===== config.mk =====
export PLATFORM = sky130hd
export DESIGN_NAME = mux_scan
export DESIGN_NICKNAME = d
export VERILOG_FILES = /design/src/rtl/mux_scan.sv
export SDC_FILE = /design/constraint.sdc
export NUM_CORES = 1
export LEC_CHECK = 0
export BUFFER_PORTS_ARGS = -buffer_cell sky130_fd_sc_hd__buf_2
export CORE_ASPECT_RATIO = 1.2
export CORE_MARGIN = 4
export CORE_UTILIZATION = 55
export CTS_BUF_LIST = sky130_fd_sc_hd__clkbuf_8
export DETAILED_ROUTE_END_ITERATION = 10
export GPL_TIMING_DRIVEN = 1
export PLACE_DENSITY_LB_ADDON = 0.25
export SYNTH_ARGS = -nofsm -noshare
export SYNTH_HDL_FRONTEND = slang
export SYNTH_SLANG_ARGS = --single-unit

===== constraint.sdc =====
create_clock -name clk -period 2.8 [get_ports clk]
set_input_delay 0.28 -clock clk [delete_from_list [all_inputs] [get_ports clk]]
set_output_delay 0.28 -clock clk [all_outputs]
set_load 0.05 [all_outputs]

===== src/rtl/mux_scan.sv =====
// Registered N-to-1 channel mux with an autonomous scan sequencer (IDLE/SCAN).
// Manual mode selects by sel; scan mode walks every channel, dwelling DWELL cycles on each.
module mux_scan #(
  parameter int WIDTH    = 1,
  parameter int CHANNELS = 16,
  parameter int DWELL    = 1,
  localparam int SELW    = $clog2(CHANNELS)
) (
  input  logic                      clk,
  input  logic                      rst_n,
  input  logic [CHANNELS*WIDTH-1:0] in,
  input  logic [SELW-1:0]           sel,
  input  logic                      mode,
  input  logic                      start,
  input  logic                      loop,
  output logic [WIDTH-1:0]          out,
  output logic [SELW-1:0]           ch_out,
  output logic                      valid,
  output logic                      done
);

  localparam int DW = (DWELL > 1) ? $clog2(DWELL) : 1;

  typedef enum logic {IDLE, SCAN} state_t;

  state_t           state;
  logic [SELW-1:0]  ch;
  logic [DW-1:0]    dwell;
  logic [WIDTH-1:0] man_data;
  logic [WIDTH-1:0] scan_data;
  logic             man_ok;

  // Decode by equality so out-of-range selects give zero, whatever CHANNELS is.
  always_comb begin
    man_data  = '0;
    scan_data = '0;
    man_ok    = 1'b0;
    for (int k = 0; k < CHANNELS; k++) begin
      if (sel == SELW'(k)) begin
        man_data = in[k*WIDTH +: WIDTH];
        man_ok   = 1'b1;
      end
      if (ch == SELW'(k)) scan_data = in[k*WIDTH +: WIDTH];
    end
  end

  always_ff @(posedge clk or negedge rst_n) begin
    if (!rst_n) begin
      state  <= IDLE;
      ch     <= '0;
      dwell  <= '0;
      out    <= '0;
      ch_out <= '0;
      valid  <= 1'b0;
      done   <= 1'b0;
    end else if (!mode) begin
      state  <= IDLE;
      ch     <= '0;
      dwell  <= '0;
      done   <= 1'b0;
      ch_out <= sel;
      out    <= man_ok ? man_data : '0;
      valid  <= man_ok;
    end else begin
      case (state)
        IDLE: begin
          valid <= 1'b0;
          done  <= 1'b0;
          if (start) begin
            state <= SCAN;
            ch    <= '0;
            dwell <= '0;
          end
        end
        SCAN: begin
          if (dwell == DW'(DWELL - 1)) begin
            out    <= scan_data;
            ch_out <= ch;
            valid  <= 1'b1;
            dwell  <= '0;
            if (ch == SELW'(CHANNELS - 1)) begin
              done <= 1'b1;
              ch   <= '0;
              if (!loop) state <= IDLE;
            end else begin
              done <= 1'b0;
              ch   <= ch + SELW'(1);
            end
          end else begin
            dwell <= dwell + DW'(1);
            valid <= 1'b0;
            done  <= 1'b0;
          end
        end
        default: state <= IDLE;
      endcase
    end
  end

endmodule


* After elaboration in Yosys (flattened, before gate mapping) *
Index checks and enable logic that the tools add are counted.

word-level totals
  flip-flop bits (word level) = 13

operators by class
  add/sub/neg operators = 2
  equal/unequal tests = 34
  multiplexer cells = 77
  bitwise gates (word level) = 1
  reduce and logical (&&, ||, !) cells = 4

operator list
  cell                                                   count
  2-to-1 mux 1 bit                                       65
  == test 4 bit, second input constant                   16
  == test 4 x 3 -> 1 bit, second input constant          8
  2-to-1 mux 4 bit                                       7
  == test 4 x 2 -> 1 bit, second input constant          4
  == test 4 x 1 -> 1 bit, second input constant          2
  logical NOT 4 bit                                      2
  one-hot mux 1 bit (2 select lines)                     4
  one-hot mux 4 bit (2 select lines)                     1
  inequality test 3 bit, second input constant           2
  adder 4 x 1 -> 4 bit, second input constant            1
  AND reduction 2 bit                                    2
  inequality test 2 x 1 -> 1 bit, second input constant  1
  inequality test 2 bit, second input constant           1
  adder 1 bit, second input constant                     1
  NOT 1 bit                                              1

* Logic depth before layout (Yosys ltp) *
  word-level depth = 20
  gate-level depth with buffers = 8

* Worst setup path before layout *
Ideal clock, no wire load.

  kind = flip-flop to flip-flop
  start = reg ch[0]
  end = reg out
  data arrival time = 1,637 ps
  data required time = 2,671 ps
  slack = 1,035 ps
  cell stages (with the launch flop) = 9
  path buffers = 1
  path through = dfrtp_1 > inv_1 > ha_1 > clkbuf_1 > a211oi_1 > a21oi_1 > a21oi_1 > a2111oi_0 > a2111o_1

on the way
  word-level cells in the longest chain between the ends = 20
  elaborated cells on any way between the ends = 35

ends and longest elaborated chain
  item                            line  source
  from (decl)                     27    logic [SELW-1:0] ch;
  from (signal assigned)          87    ch <= ch + SELW'(1);
  logical NOT 4 bit               43    if (ch == SELW'(k)) scan_data = in[k*WIDTH +: WIDTH];
  2-to-1 mux 1 bit (15 in a row)  43
  2-to-1 mux 1 bit *              43
  2-to-1 mux 1 bit *              76    if (dwell == DW'(DWELL - 1)) begin
  2-to-1 mux 1 bit *              65    case (state)
  2-to-1 mux 1 bit *              56    end else if (!mode) begin
  to (signal assigned)            62    out <= man_ok ? man_data : '0;
  to (signal assigned)            77    out <= scan_data;
  to (decl)                       16    output logic [WIDTH-1:0] out,

Every way passes the cells marked *; elsewhere a longest branch is shown, timed or not. The select of a mux whose other input is x is not followed.
A chain may end at the register's enable or synchronous reset.

* Worst setup path in the final report *
Same ends and word-level chain as after synthesis.

==> results.tsv <==
stage	metric	value	unit
die	Die Area	2480	sq um
cts	postcts setup bufs	0	
finish	fin nets	175	
finish	Storage cell area	300	sq um
grt	vias in the first global route	898	
placement	Placer Congestion	0.843	
grt	GR Layer Usage met2	36.5	%
timing	actual slew at the worst max-slew pin	0.562	ns
run	max-cap violations	0	
yosys	Synth cell types	35	
worst_hold_path	hold crit path type	primary input to flip-flop	
pwr	Max VDD drop	332	uV
cts	Post-CTS Resized	0	
drt	DRT Pass-1 Iters	4	
grt	initial antenna violation count	0	
cts	CTS Sinks	12	
pwr	power per cell area	426	nW/um^2
grt	GRT met1 Usage	25.1	%
grt	first-pass GRT wire length	3740	microns
yosys	Post-Syn Instances	117	
critical_path	Reg2Reg Depth	7	
die	IO Count	32	
yosys	Post-Syn Area	958	sq um
finish	Area growth, synth to finish	20.4	%
cts	CTS H-tree depth	1	
drt	DRC viols	0	
timing	Final min period	1.93	ns
timing	Setup violations, final	0	
timing	RSZ-0062 raised after global routing	false	
die	Initial Utilization	58.4	%
cts	clock root buffer	clkbuf_8	
drt	drt wl/cell	14.5	microns
finish	Multi-input gate area	594	sq um
critical_path	startpoint type of the worst setup path	flip-flop	
grt	remaining global-route overflow	0	
placement	Placement Cell Area	1100	sq um
cts	Worst-path clk slew	0.05	ns
timing	fmax	519	MHz
pwr	P_leak	0.537	nW
worst_hold_path	Min-Delay Path Depth	3	
cts	CTS Buf Count	3	
critical_path	critical path arrival	2.05	ns
timing	worst setup margin	0.874	ns
finish	share of cells above drive strength 1	25.0	%
drt	via count	965	
outcome	outcome	finished clean	
placement	Port-buffer cells	31	
yosys	Synth Warn #	0	
drt	vias per cell	5.96	
timing	TNS Setup	0	ns
finish	fillers	136	
placement	dpl ws	0.906	ns
yosys	Avg Cell Area, Syn	8.19	sq um
cts	maximum clock path buffer count	2	
yosys	Net Count, Synth	146	
timing	Final Hold Fails	0	
grt	met3 usage	2.34	%
timing	worst relative slew slack	62.6	%
yosys	Yosys reg bits	12	
cts	Clock Latency Late Sink	0.24	ns
die	row count	16	
grt	overall routing resource usage	20.9	%
timing	period utilization	68.8	%
critical_path	kind of critical path	flip-flop to flip-flop	
finish	commonest non-fill, non-tap cell in the layout	buf_2	
grt	largest net degree at the start of global routing	18	
die	Die H	53.7	microns
drt	Post-Route WL	2350	microns
finish	commonest cells after routing, fill and taps aside	buf_2 (31), a21oi_1 (14), dfrtp_1 (12)	
finish	final instance area	1150	sq um
timing	Max Slew Vio Count	0	
cts	cts hold-fix bufs	1	
drt	drt initial violations	14	
finish	final core area utilization	70.3	%
placement	Final HPWL DP	1800	microns
die	Core Region	1640	sq um
drt	antenna-violating nets left	0	
yosys	Seq/Total Area, Yosys	31.3	%
cts	CTS tree	yes	
critical_path	Worst setup EP type	flip-flop	
grt	Top Usage Layer GRT	met2	
critical_path	Critical Path RT	2.92	ns
timing	Final Skew	0.00227	ns
finish	Antenna diodes	0	
critical_path	CP Max Fanout	8	
die	Die Wd	46.1	microns
sequential cells by signal, summed over array words and instances (netlist names):
signal,count
ch_out,4
out,1
valid,1
state,1
ch,4
done,1
critical path: stages (launching register included):
cell       delay, ns
dfrtp_1         0.44
inv_1           0.11
ha_1            0.31
a211oi_1        0.28
a21oi_1         0.11
a21oi_1         0.13
a2111oi_0       0.08
a2111o_1        0.35
stage by stage:
| stage | hold WS (ns) | total power, W | std cells |
|---|---|---|---|
| 6_report | 0.362 | 0.000492 | 162 |
| 5_1_grt | 0.389 | 0.000515 | 162 |
| 4_1_cts | 0.365 | 0.000494 | 162 |
| 3_5_place_dp | 0.173 | 0.000337 | 158 |
| 3_3_place_gp | 0.169 | 0.000335 | 158 |
| 2_1_floorplan | -0.0156 | 0.000290 | 117 |
layer usage:
metal / up-vias / wire length [microns]
met4: 0 / 36
met2: 32 / 1140
li1: 478 / -
met3: 5 / 159
met1: 450 / 1020
met5: - / 0
cell usage after synthesis:
| cell type | number | area, sq um |
|---|---|---|
| nor2_1 | 8 | 30.0 |
| o21bai_1 | 1 | 7.51 |
| a21oi_1 | 14 | 70.1 |
| o21ai_1 | 1 | 5.00 |
| a311oi_1 | 1 | 8.76 |
| dfrtp_1 | 12 | 300 |
| clkbuf_1 | 5 | 18.8 |
| mux2_4 | 1 | 15.0 |
| nand4_1 | 1 | 6.26 |
| o311ai_2 | 1 | 16.3 |
| nand4b_1 | 1 | 8.76 |
| nand2b_1 | 2 | 12.5 |
| buf_2 | 3 | 15.0 |
| ha_1 | 4 | 50.1 |
| and2_1 | 2 | 12.5 |
| nand3_1 | 2 | 10.0 |
| nor3_1 | 2 | 10.0 |
| o221ai_1 | 1 | 8.76 |
| a31oi_1 | 1 | 6.26 |
| nor3b_1 | 4 | 30.0 |
| and3_1 | 1 | 6.26 |
| a2111oi_0 | 1 | 8.76 |
| inv_1 | 8 | 30.0 |
| o41ai_1 | 1 | 8.76 |
| o21ai_0 | 9 | 45.0 |
| a22oi_1 | 1 | 7.51 |
| nor2b_1 | 3 | 18.8 |
| nor4b_1 | 1 | 8.76 |
| a2111o_1 | 1 | 11.3 |
| o2111ai_1 | 1 | 8.76 |
| mux2i_1 | 9 | 90.1 |
| nand2_1 | 9 | 33.8 |
| a22o_1 | 1 | 8.76 |
| nand3b_1 | 2 | 15.0 |
| a211oi_1 | 2 | 15.0 |
worst paths after layout:
check	slack (ns)	from	to
max in group asynchronous	2.14	rst_n	ch_out[0]
worst min register to register	0.58	ch_out[0]	ch_out[0]
worst min-delay path	0.36	sel[3]	ch_out[3]
worst max-delay path	0.87	ch[0]	out
min in group asynchronous	0.45	rst_n	state
worst max register to register	0.87	ch[0]	out
cells by family after synthesis:
group                    after synthesis  synth area share (%)
buffers and inverters                 16                  6.66
multiplexers                          10                  11.0
AO/OA/AOI/OAI                         37                  24.7
flip-flops                            12                  31.3
AND/OR/NAND/NOR                       38                  21.1
adder cells (fa/ha/maj)                4                  5.22
cell type report:
class	instances	area share (%)
Sequential cell	12	26.0
Multi-Input combinational cell	89	51.5
Inverter	8	2.60
Timing Repair Buffer	32	14.3
Clock buffer	3	3.58
Tap cell	18	1.95
where the power goes:
group          internal, W  switching [W]  total [W]
Sequential        0.000185      0.0000121   0.000197
Combinational    0.0000520      0.0000866   0.000139
Clock            0.0000946      0.0000612   0.000156
Total             0.000332       0.000160   0.000492
No activity file was read; power rests on OpenSTA's default activity.
